==> src/rtl/md5_core_dispatcher.sv <==
// Round-robin dispatcher feeding candidate messages to NUM_CORES md5 cores.
// Tags each dispatch with its run index and stops the run on the first reported match.
module md5_core_dispatcher #(
    parameter int unsigned NUM_CORES = 4,
    parameter int unsigned MSG_W     = 448,
    parameter int unsigned IDX_W     = 32
) (
    input  logic                 clk,
    input  logic                 reset,
    input  logic                 start,
    input  logic [IDX_W-1:0]     total_count,
    input  logic                 cand_valid,
    input  logic [MSG_W-1:0]     cand_data,
    output logic                 cand_ready,
    output logic [NUM_CORES-1:0] core_start,
    output logic [MSG_W-1:0]     core_data,
    input  logic [NUM_CORES-1:0] core_busy,
    input  logic [NUM_CORES-1:0] core_done,
    input  logic [NUM_CORES-1:0] core_match,
    output logic                 busy,
    output logic                 done,
    output logic                 match,
    output logic [IDX_W-1:0]     match_index
);
    localparam int unsigned PTR_W = (NUM_CORES > 1) ? $clog2(NUM_CORES) : 1;

    typedef enum logic [1:0] {S_IDLE, S_RUN, S_DRAIN, S_FINISH} state_t;

    state_t               r_state;
    state_t               w_next;
    logic [PTR_W-1:0]     r_ptr;
    logic [IDX_W-1:0]     r_issued;
    logic [IDX_W-1:0]     r_total;
    logic [NUM_CORES-1:0] r_outstanding;
    logic [IDX_W-1:0]     r_tag [NUM_CORES];
    logic [NUM_CORES-1:0] r_core_start;
    logic [MSG_W-1:0]     r_core_data;
    logic                 r_busy;
    logic                 r_done;
    logic                 r_match;
    logic [IDX_W-1:0]     r_match_index;

    logic                 w_active;
    logic                 w_ready;
    logic                 w_fire;
    logic                 w_accept_start;
    logic [NUM_CORES-1:0] w_hit;
    logic                 w_hit_any;
    logic                 w_found;
    logic [PTR_W-1:0]     w_hit_idx;
    logic [PTR_W-1:0]     w_ptr_next;
    logic [NUM_CORES-1:0] w_ptr_onehot;

    assign w_active       = (r_state == S_RUN) || (r_state == S_DRAIN);
    assign w_hit          = core_done & core_match & r_outstanding & {NUM_CORES{w_active}};
    assign w_hit_any      = |w_hit;
    assign w_ready        = (r_state == S_RUN) && (r_issued < r_total)
                            && !r_outstanding[r_ptr] && !core_busy[r_ptr];
    assign w_fire         = cand_valid && w_ready;
    assign w_accept_start = start && ((r_state == S_IDLE) || (r_state == S_FINISH));
    assign w_ptr_next     = (r_ptr == PTR_W'(NUM_CORES - 1)) ? '0 : r_ptr + PTR_W'(1);
    assign w_ptr_onehot   = NUM_CORES'(1) << r_ptr;

    // Simultaneous matches resolve to the lowest core number.
    always_comb begin
        w_hit_idx = '0;
        w_found   = 1'b0;
        for (int unsigned i = 0; i < NUM_CORES; i++) begin
            if (w_hit[i] && !w_found) begin
                w_hit_idx = PTR_W'(i);
                w_found   = 1'b1;
            end
        end
    end

    always_comb begin
        w_next = r_state;
        case (r_state)
            S_IDLE, S_FINISH: if (start) w_next = S_RUN;
            S_RUN: begin
                if (w_hit_any)
                    w_next = S_FINISH;
                else if (r_issued == r_total)
                    w_next = (r_total == '0) ? S_FINISH : S_DRAIN;
            end
            S_DRAIN: if (w_hit_any || (r_outstanding == '0)) w_next = S_FINISH;
            default: w_next = S_IDLE;
        endcase
    end

    always_ff @(posedge clk) begin
        if (reset) r_state <= S_IDLE;
        else       r_state <= w_next;
    end

    always_ff @(posedge clk) begin
        if (reset) begin
            r_ptr         <= '0;
            r_issued      <= '0;
            r_total       <= '0;
            r_outstanding <= '0;
            r_core_start  <= '0;
            r_core_data   <= '0;
            r_busy        <= 1'b0;
            r_done        <= 1'b0;
            r_match       <= 1'b0;
            r_match_index <= '0;
            for (int unsigned i = 0; i < NUM_CORES; i++) r_tag[i] <= '0;
        end else begin
            r_core_start <= '0;
            r_busy       <= (w_next == S_RUN) || (w_next == S_DRAIN);
            if (w_accept_start) begin
                r_issued      <= '0;
                r_outstanding <= '0;
                r_ptr         <= '0;
                r_done        <= 1'b0;
                r_match       <= 1'b0;
                r_match_index <= '0;
                r_total       <= total_count;
                // An empty run passes through RUN for one cycle without ever reporting busy.
                r_busy        <= (total_count != '0);
            end else begin
                r_outstanding <= (r_outstanding & ~core_done) | (w_fire ? w_ptr_onehot : '0);
                if (w_fire) begin
                    r_tag[r_ptr] <= r_issued;
                    r_issued     <= r_issued + IDX_W'(1);
                    r_ptr        <= w_ptr_next;
                    r_core_data  <= cand_data;
                    if (!w_hit_any) r_core_start <= w_ptr_onehot;
                end
                if (w_active && (w_next == S_FINISH)) begin
                    r_done  <= 1'b1;
                    r_match <= w_hit_any;
                    if (w_hit_any) r_match_index <= r_tag[w_hit_idx];
                end
            end
        end
    end

    assign cand_ready  = w_ready;
    assign core_start  = r_core_start;
    assign core_data   = r_core_data;
    assign busy        = r_busy;
    assign done        = r_done;
    assign match       = r_match;
    assign match_index = r_match_index;
endmodule

==> config.mk <==
export PLATFORM = sky130hd
export DESIGN_NAME = md5_core_dispatcher
export DESIGN_NICKNAME = d
export VERILOG_FILES = /design/src/rtl/md5_core_dispatcher.sv
export SDC_FILE = /design/constraint.sdc
export NUM_CORES = 1
export LEC_CHECK = 0
export CAP_MARGIN = 20
export CORE_AREA = 4 4 384 386
export DETAILED_ROUTE_END_ITERATION = 8
export DIE_AREA = 0 0 388 390
export PLACE_DENSITY = 0.46
export SLEW_MARGIN = 0
export SYNTH_ARGS = -nofsm -noshare
export SYNTH_HDL_FRONTEND = slang
export SYNTH_SLANG_ARGS = --single-unit
==> constraint.sdc <==
create_clock -name clk -period 3.6 [get_ports clk]
set_input_delay 1.08 -clock clk [delete_from_list [all_inputs] [get_ports clk]]
set_output_delay 1.08 -clock clk [all_outputs]
set_load 0.05 [all_outputs]
==> qor.yml, run 1 <==
status: "finished with violations"
violations: "negative setup slack"
multi_input_area_um2: 8890
setup_slack_ns: -0.188
drt_pass1_iterations: 5
die_y_um: 390
clkTransAtPathRegs_ns: 0.06
antenna_found_initial: 49
syn_inst: 1976
hold_path_depth: 1
die_x_um: 388
cp_data_required_time_ns: 2.52
regToRegEndpoint: "match_index[15]"
finalCriticalPeriod_ns: 3.79
grtUsageTotal: 0.179
p_leak_nw: 15.3
worst-r2r-setup-slack_ns: 0.11
rr_startpoint: "r_issued[9]"
ff2ff_path_depth: 17
final_util: 0.288
clk_path_buf_depth: 3
fin_skew_ns: 0.0545
max_freq_mhz: 264
synth_seq_area_share: 0.616
hold_violations: 0
synth_warnings: 0
portBuffers: 983
synth_area_um2: 24400
maxCapViolations: 0
cts_root_buf: "clkbuf_16"
ys_types: 46
crit_path_cell_trace: "ha_4 > a21oi_2 > o21ai_4 > a211oi_4 > buf_4 > nand2_4 > a211oi_4 > buf_12 > buf_12"
clock_sinks: 687
crit_path_end_kind: "output pin"
grt_pass1_wl_mm: 188
cts_tree: "built"
crit_slowest_cell: "dfxtp_1"
slew_headroom: 0.386
hold_path.class: "flip-flop to flip-flop"
synth_edf_count: 128
syn_to_final_growth_pct: 69.4
async_flop_share: 0
vdd_drop_max_v: 0.000390
worstSetupPathType: "flip-flop to output pin"
clock_latency_ns: 0.68
die_area_um2: 151000
final_cells: 5064
power.switching_mw: 6.84
worst_slew_pin_slew_ns: 0.918
p_int_mw: 15.6
dp_slack_ns: -0.631
p_clk_frac: 0.405
first_global_vias: 21200
synth.avg_cell_area_um2: 12.3
placedCellCount: 4875
ff_latch_area_um2: 15100
crit_arrival_ns: 2.71
num_rows: 139
post_drt_wl_per_cell_um: 28.6
nFillCells: 14800
core_um2: 143000
vias_per_cell: 4.27
dpl.hpwl_mm: 116
gp_congestion: 0.959
worstHoldEndpoint: "core_data[355]"
ys.flop_type: "dfxtp_1"
drtIter0Drc: 1853
htree_levels: 3
start_util: 0.170
grt_overflow: 0
p_comb_frac: 0.211
drive_above_1_share: 0.139
syn-num-nets: 2512
cts_buffers: 85
fin_crit_sh: 1.05
grt_max_degree: 52
whs_ns: 0.469
worst-path-max-fanout: 2
drc: 0
layout.nets: 3613
ios: 984
slowest_delay_ns: 0.41
synth_seq_cells: 687
p_seq_frac: 0.384
setup_viol: 1
sw_frac_of_total: 0.305
rsz0062_at_grt: "true"
power.density_nw_per_um2: 543
cp-start-kind: "flip-flop"
drv_slew: 0
vias: 21600
min-delay-start: "core_data[355]"
ant_nets: 0
wl_mm: 145
-- Yosys cell counts (all sizes together) (12+ instances only) --
cell,count,area [um2]
dfxtp,559,11200
mux4,32,721
o21ai,12,60.1
clkbuf,111,417
and3,73,457
nand3,19,95.1
nor4,24,184
or4,24,180
nand2,95,357
nor3,17,85.1
o31ai,21,158
and2,67,419
nor2,18,67.6
inv,44,165
edfxtp,128,3840
a21oi,69,345
a22o,480,4200
buf,56,275
ha,40,500
nand4,22,153
-- power by group through the flow --
stage	combinational [mW]	sequential, mW	clock (mW)
6_report	4.74	8.62	9.07
5_1_grt	4.94	8.65	9.59
4_1_cts	4.69	8.60	9.31
3_5_place_dp	4.53	8.75	0
3_3_place_gp	4.53	8.75	0
2_1_floorplan	1.16	9.71	0
-- worst max-delay path: cells and delay by family (launching register included) --
| family | cells | cell delay [ns] |
|---|---|---|
| compound gates | 4 | 0.85 |
| fa+ha+maj | 1 | 0.24 |
| buf+inv | 3 | 0.47 |
| flops | 1 | 0.41 |
| simple gates | 1 | 0.06 |
-- state kept, by name, summed over array words and instances, names as in the netlist --
| name | cells |
|---|---|
| r_ptr | 2 |
| r_total | 32 |
| r_issued | 32 |
| r_tag | 128 |
| core_data | 448 |
| match_index | 32 |
| busy | 1 |
| core_start | 4 |
| match | 1 |
| r_outstanding | 4 |
| done | 1 |
| r_state | 2 |
-- what timing repair did --
action                     in CTS  in global routing
pin swaps                      20                 36
setup buffers                  10                  7
hold buffers                    0                  0
gates cloned                    0                  5
setup endpoints to repair      33                 33
gates resized for setup        58                 22
-- layer usage --
metal / GRT usage / up-vias / wire length [um]
met5: 0 / - / 244
met4: 0.0592 / 38 / 5100
met3: 0.0651 / 206 / 12700
met2: 0.290 / 834 / 68200
met1: 0.222 / 10700 / 58400
li1: - / 9825 / -
-- layout make-up --
class	instances	area share
multi-input cells	1078	0.215
well taps	1903	0.0576
diodes	19	0.00115
clock buffers	114	0.0568
inverters	44	0.00400
flip-flops and latches	687	0.364
repair buffers	1181	0.287
clock inverters	38	0.0141
-- cells in the final DEF, fill, tap and decap left out, types with 7 or more instances in the layout --
cell type	n
buf_12	38
clkinv_2	9
and2_1	65
clkbuf_1	18
nand3_1	17
inv_1	37
mux2i_1	7
nand4_1	21
nand2_1	91
ha_4	11
dfxtp_2	14
nor2_1	15
mux4_2	32
o31ai_1	21
diode_2	19
a22o_1	480
or3_1	8
a21o_1	7
o21ai_0	8
nor3_1	13
bufinv_16	11
nor4_1	18
or4_1	24
and3_1	73
clkdlybuf4s50_1	976
inv_2	7
edfxtp_1	128
ha_1	28
clkbuf_16	89
buf_4	158
clkbuf_8	11
a21oi_1	62
dfxtp_1	545
-- metrics by stage --
step / TNS (ns) / power (mW) / cell area [um2]
finish: -0.188 / 22.4 / 41300
global route: -0.728 / 23.2 / 41300
CTS: -0.252 / 22.6 / 41000
detailed placement: -120.08 / 13.3 / 37800
global placement: -169.95 / 13.3 / 37800
floorplan: 0 / 10.9 / 24400
-- worst max path at each step --
stage	startpoint	to	slack, ns	depth (start not counted)
detailed placement	core_busy[2]	cand_ready	-0.63	9
global route	r_total[31]	cand_ready	-0.33	11
CTS	r_total[11]	cand_ready	-0.25	9
finish	r_issued[21]	cand_ready	-0.19	9
floorplan	core_busy[2]	r_tag[0][0]	0.005	7
global placement	core_busy[2]	cand_ready	-0.73	9
-- cells by family (layout without fill, tap and decap cells) --
logic type,count (synthesis),count (layout),share of synthesized area
buffers and inverters,211,1377,0.0351
muxes,39,39,0.0324
AOI/OAI and AO/OA,615,615,0.206
other,0,19,0
DFF,687,687,0.616
adders and majority gates,40,40,0.0205
and+or+nand+nor,384,384,0.0891
Note: power is estimated with default switching activity, not from simulation.
==> inputs of run 2 (changes only) <==
Settings changed: CORE_AREA 4 4 384 386 to 4 4 379 381, DIE_AREA 0 0 388 390 to 0 0 383 385, DONT_BUFFER_PORTS from default to 1, MAX_ROUTING_LAYER from default to met4, PLACE_DENSITY 0.46 to 0.37.
==> qor.yml, run 2 (synthesis gave the netlist of run 1 again) <==
status: "finished with violations"
violations: "negative setup slack"
path_delay_family: "buffers and inverters"
first_global_vias: 17200  # -19%
hold_path.class: "flip-flop to flip-flop"
crit_buf_inv: 4  # +1
power.density_nw_per_um2: 667  # +23%
maxCapViolations: 0  # unchanged
worst-path-max-fanout: 3  # +1
crit_path_end_kind: "output pin"
gp_congestion: 0.925  # -3.6%
final_common_cell: "dfxtp_1"
max_freq_mhz: 272  # +2.9%
syn_to_final_growth_pct: 27.1
multi_input_area_um2: 8840  # -0.52%
grt_overflow: 0  # unchanged
slew_headroom: 0.228  # -0.158
finalCriticalPeriod_ns: 3.68  # -0.106 ns
worst_slew_pin_slew_ns: 1.16  # +0.238 ns
p_leak_nw: 11.4  # -26%
clock_sinks: 687  # unchanged
drtIter0Drc: 1410  # -24%
vias: 18000  # -17%
crit_slowest_cell: "dfxtp_2"
cp_data_required_time_ns: 2.52  # about the same
crit_path_cell_trace: "inv_2 > ha_4 > nand4_1 > buf_4 > nor3_1 > a211oi_2 > buf_4 > nand2_4 > a211oi_4 > buf_12"
drive_above_1_share: 0.183  # +0.0434
hold_violations: 0  # unchanged
cts_buffers: 83  # -2.4%
worstSetupPathType: "flip-flop to output pin"
cp-start-kind: "flip-flop"
setup_viol: 1  # unchanged
ff_latch_area_um2: 15100  # +0.12%
clock_latency_ns: 0.70  # +0.02 ns
grtUsageTotal: 0.195  # +0.0160
die_area_um2: 147000  # -2.6%
drc: 0  # unchanged
cts_root_buf: "clkbuf_16"
ant_nets: 0  # unchanged
largest_reg_flops: 448  # unchanged
post_drt_wl_per_cell_um: 36.1  # +26%
die_x_um: 383  # -1.3%
final_util: 0.221  # -0.0675
vias_per_cell: 4.41  # +3.4%
total_power_mw: 20.7  # -7.7%
fin_skew_ns: 0.0486  # -0.00587 ns
antenna_found_initial: 106  # +120%
ios: 984  # unchanged
start_util: 0.174  # +0.00355
drt_pass1_iterations: 5  # unchanged
cp_common_cell: "buf_4"
die_y_um: 385  # -1.3%
portBuffers: 0  # -100%
clkTransAtPathRegs_ns: 0.05  # about the same
fin_area_um2: 31000  # -25%
crit_arrival_ns: 2.60  # -0.11 ns
fin_crit_sh: 1.02  # -0.0295
grt_max_degree: 66  # +27%
rsz0062_at_grt: "true"
grt_pass1_wl_mm: 185  # -1.6%
dpl.hpwl_mm: 122  # +4.9%
num_rows: 138  # -0.72%
clk_path_buf_depth: 3  # unchanged
nFillCells: 15000  # +1.5%
layout.nets: 2575  # -29%
drv_slew: 0  # unchanged
htree_levels: 3  # unchanged
final_cell_mix: "dfxtp_1 (531), a22o_1 (480), edfxtp_1 (128)"
vdd_drop_max_v: 0.000325  # -17%
cts_tree: "built"
core_um2: 141000  # -2.0%
dpl_cell_area_um2: 27500  # -27%
wl_mm: 147  # +1.7%
slowest_delay_ns: 0.33  # -0.08 ns
setup_slack_ns: -0.0821  # +0.106 ns
## run 2: cell count changes in the layout (fill, tap and decap cells not counted), moves of 4 or more
cell / change
diode_2: +62
clkbuf_1: +7
clkinv_1: -5
a21oi_1: +4
dfxtp_1: -14
dfxtp_2: +14
clkdlybuf4s50_1: -976
bufinv_16: -6
buf_4: -53
inv_16: +4
## run 2: worst paths after layout
kind | to | start | cells past startpoint | slack, ns
worst max-delay path | cand_ready | r_total[28] | 10 | -0.08
worst min-delay path | r_total[10] | r_total[10] | 2 | 0.46
worst max register to register | match_index[30] | r_total[10] | 16 | 0.11
worst min register to register | r_total[10] | r_total[10] | 2 | 0.46
## run 2: metal layers
metal  vias up  part of all wire  global-route usage  wire length [um]
met1      8979              0.39               0.235             58100
met3       146              0.18               0.140             26700
met5         -                 0                   -                 0
met2      1001              0.40               0.258             58800
met4         0             0.024              0.0499              3550
li1       7865                 -                   -                 -
## run 2: what timing repair did
| item | in CTS | in global routing |
|---|---|---|
| resized for setup | 46 | 31 |
| cloned | 0 | 4 |
| endpoints found under the setup margin | 33 | 33 |
| hold buffers | 0 | 0 |
| pin swaps | 14 | 17 |
| setup buffers | 13 | 3 |
## run 2: where the power goes
part / switching (mW) / internal [mW]
Combinational: 1.21 / 0.886
Sequential: 1.67 / 8.30
Clock: 3.62 / 5.00
Total: 6.50 / 14.2
## run 2: cell type report
type	instances	area share
multi-input cells	1078	0.285
well taps	1890	0.0763
clock inverters	30	0.0124
diodes	81	0.00654
flip-flops and latches	687	0.486
clock buffers	122	0.0766
inverters	44	0.00533
repair buffers	145	0.0515
## run 2: worst register-to-register path, stage by stage, from the launching register on
cell and delay (ns):
dfxtp_2 0.33, inv_1 0.07, ha_4 0.27, nand4_1 0.11
buf_4 0.16, nor4_4 0.29, buf_4 0.16, nand4_1 0.12
or3_1 0.39, a311o_1 0.35, nand3_2 0.07, ha_2 0.17
nor2b_4 0.16, o21ai_2 0.09, and2_4 0.20, buf_12 0.16
a22o_1 0.24
## run 2: per-stage QoR
stage | hold slack (ns) | setup slack (ns) | instances | setup TNS, ns
5_1_grt | 0.399 | -0.178 | 4072 | -0.178
6_report | 0.463 | -0.0821 | 4077 | -0.0821
2_1_floorplan | 0.449 | 0.00520 | 1976 | 0
4_1_cts | 0.395 | -0.158 | 3990 | -3.76
3_3_place_gp | 0.457 | -0.119 | 3825 | -3.74
3_5_place_dp | 0.459 | -0.188 | 3825 | -5.65
==> inputs of run 3 (changes only) <==
Settings changed: CTS_BUF_LIST from default to sky130_fd_sc_hd__clkbuf_16, SKIP_CTS_REPAIR_TIMING from default to 1.
==> qor.yml, run 3 (synthesis gave the netlist of run 1 again) <==
first_global_vias: 17100  # -0.83%
cts_tree: "built"
cts_root_buf: "clkbuf_16"
worst-path-max-fanout: 2  # -1
p_comb_frac: 0.101  # about the same
drtIter0Drc: 1498  # +6.2%
hold_path_depth: 1  # -1
largest_reg_flops: 448  # unchanged
setup_slack_ns: -0.127  # -0.0452 ns
die_x_um: 383  # unchanged
violations: "negative setup slack"
nFillCells: 15000  # +0.080%
wl_mm: 147  # +0.11%
crit_path_cell_trace: "inv_1 > ha_4 > nor2b_4 > o211ai_1 > a2111o_1 > a41oi_4 > a211oi_4 > buf_12"
worst-r2r-setup-slack_ns: 0.08  # -0.03 ns
crit_arrival_ns: 2.65  # +0.05 ns
regToRegEndpoint: "match_index[19]"
hold_violations: 0  # unchanged
slew_headroom: 0.177  # -0.0506
rr_startpoint: "r_total[3]"
syn_to_final_growth_pct: 26.3
clkTransAtPathRegs_ns: 0.06  # about the same
dpl.hpwl_mm: 122  # unchanged
ff2ff_path_depth: 16  # unchanged
num_rows: 138  # unchanged
whs_ns: 0.441  # -0.0216 ns
multi_input_area_um2: 8840  # about the same
crit_slowest_cell: "a2111o_1"
drive_above_1_share: 0.171  # -0.0114
rsz0062_at_grt: "true"
grt_pass1_wl_mm: 185  # -0.22%
cts_buffers: 83  # unchanged
vias: 18000  # +0.18%
grtUsageTotal: 0.195  # -0.000210
final_util: 0.219  # -0.00133
fin_crit_sh: 1.04  # +0.0126
drt_pass1_iterations: 5  # unchanged
hold_path.class: "primary input to flip-flop"
max_freq_mhz: 268  # -1.2%
min-delay-start: "reset"
sw_frac_of_total: 0.320  # +0.00578
layout.nets: 2569  # -0.23%
final_common_cell: "dfxtp_1"
cp_data_required_time_ns: 2.52  # about the same
grt_overflow: 0  # unchanged
status: "finished with violations"
wl_met2_mm: 58.9  # +0.11%
finalCriticalPeriod_ns: 3.73  # +0.0452 ns
worstHoldEndpoint: "r_total[2]"
setup_viol: 1  # unchanged
cp-start-kind: "flip-flop"
topRoutingLayerUsed: "met4"
power.switching_mw: 6.50  # about the same
vias_per_cell: 4.43  # +0.33%
placedCellCount: 3825  # unchanged
clk_path_buf_depth: 3  # unchanged
ant_nets: 0  # unchanged
crit_path_end_kind: "output pin"
antenna_found_initial: 107  # +0.94%
htree_levels: 3  # unchanged
dp_slack_ns: -0.188  # unchanged
worst_slew_pin_slew_ns: 1.23  # +0.0758 ns
power.density_nw_per_um2: 659  # -1.3%
core_um2: 141000  # unchanged
gp_congestion: 0.925  # unchanged
p_clk_frac: 0.407  # -0.010
clock_sinks: 687  # unchanged
drc: 0  # unchanged
clock_latency_ns: 0.70  # about the same
final_cells: 4071  # -0.15%
p_leak_nw: 11.4  # about the same
fin_skew_ns: 0.0420  # -0.00660 ns
maxCapViolations: 0  # unchanged
post_drt_wl_per_cell_um: 36.2  # +0.26%
start_util: 0.174  # unchanged
p_int_mw: 13.8  # -2.7%
die_area_um2: 147000  # unchanged
p_seq_frac: 0.491  # +0.009
met3WireLength_mm: 26.3  # -1.5%
vdd_drop_max_v: 0.000325  # about the same
ios: 984  # unchanged
portBuffers: 0  # unchanged
drv_slew: 0  # unchanged
met1_length_mm: 58.5  # +0.74%
slowest_delay_ns: 0.50  # +0.17 ns
final_cell_mix: "dfxtp_1 (536), a22o_1 (480), edfxtp_1 (128)"
worstSetupPathType: "flip-flop to output pin"
grt_max_degree: 66  # unchanged
fin_setup_tns_ns: -0.127  # -0.0452 ns
ff_latch_area_um2: 15100  # about the same
die_y_um: 385  # unchanged
[run 3: cell count changes in the layout (fill, tap and decap cells not counted), sizes merged]
cell / before / now
buf: 142 / 136
clkbuf: 125 / 87
clkinv: 10 / 22
inv: 57 / 83
[run 3: worst max-delay path by stage]
stage | start | endpoint | slack [ns] | cells past startpoint
2_1_floorplan | core_busy[2] | r_tag[0][0] | 0.005 | 7
3_3_place_gp | r_total[10] | match_index[3] | -0.12 | 15
3_5_place_dp | r_total[7] | match_index[3] | -0.19 | 15
4_1_cts | r_total[29] | cand_ready | -0.54 | 10
5_1_grt | r_total[30] | cand_ready | -0.22 | 10
6_report | r_total[1] | cand_ready | -0.13 | 8
[run 3: critical path, delay by kind of cell, from the launching register on]
kind                       cells  cell delay [ns]
buffers and inverters          2             0.22
and+or+nand+nor                1             0.12
DFF                            1             0.32
adders and majority gates      1             0.27
AOI/OAI and AO/OA              4             1.02
[run 3: final cells by class]
class | instances | area share
well taps | 1890 | 0.0767
clock buffers | 84 | 0.0682
multi-input cells | 1078 | 0.287
repair buffers | 139 | 0.0502
inverters | 44 | 0.00536
flip-flops and latches | 687 | 0.489
diodes | 81 | 0.00658
clock inverters | 68 | 0.0171
[run 3: stage by stage]
stage,cell area (um2),power [mW]
final,30800,20.3
after global routing,30800,21.1
after CTS,30200,20.4
after detailed placement,27500,12.0
after global placement,27500,12.0
after floorplan,24400,10.9
[run 3: routing by layer]
layer | vias to the layer above | track usage
met5 | - | -
met4 | 0 | 0.0492
met3 | 144 | 0.138
met2 | 1012 | 0.257
met1 | 9017 | 0.236
li1 | 7851 | -
[run 3: power by group through the flow]
stage / registers, mW / clock network (mW) / logic [mW]
global placement: 10.1 / 0 / 1.86
floorplan: 9.71 / 0 / 1.16
CTS: 9.98 / 8.53 / 1.88
global route: 10.0 / 8.81 / 2.23
detailed placement: 10.1 / 0 / 1.87
finish: 9.97 / 8.27 / 2.06
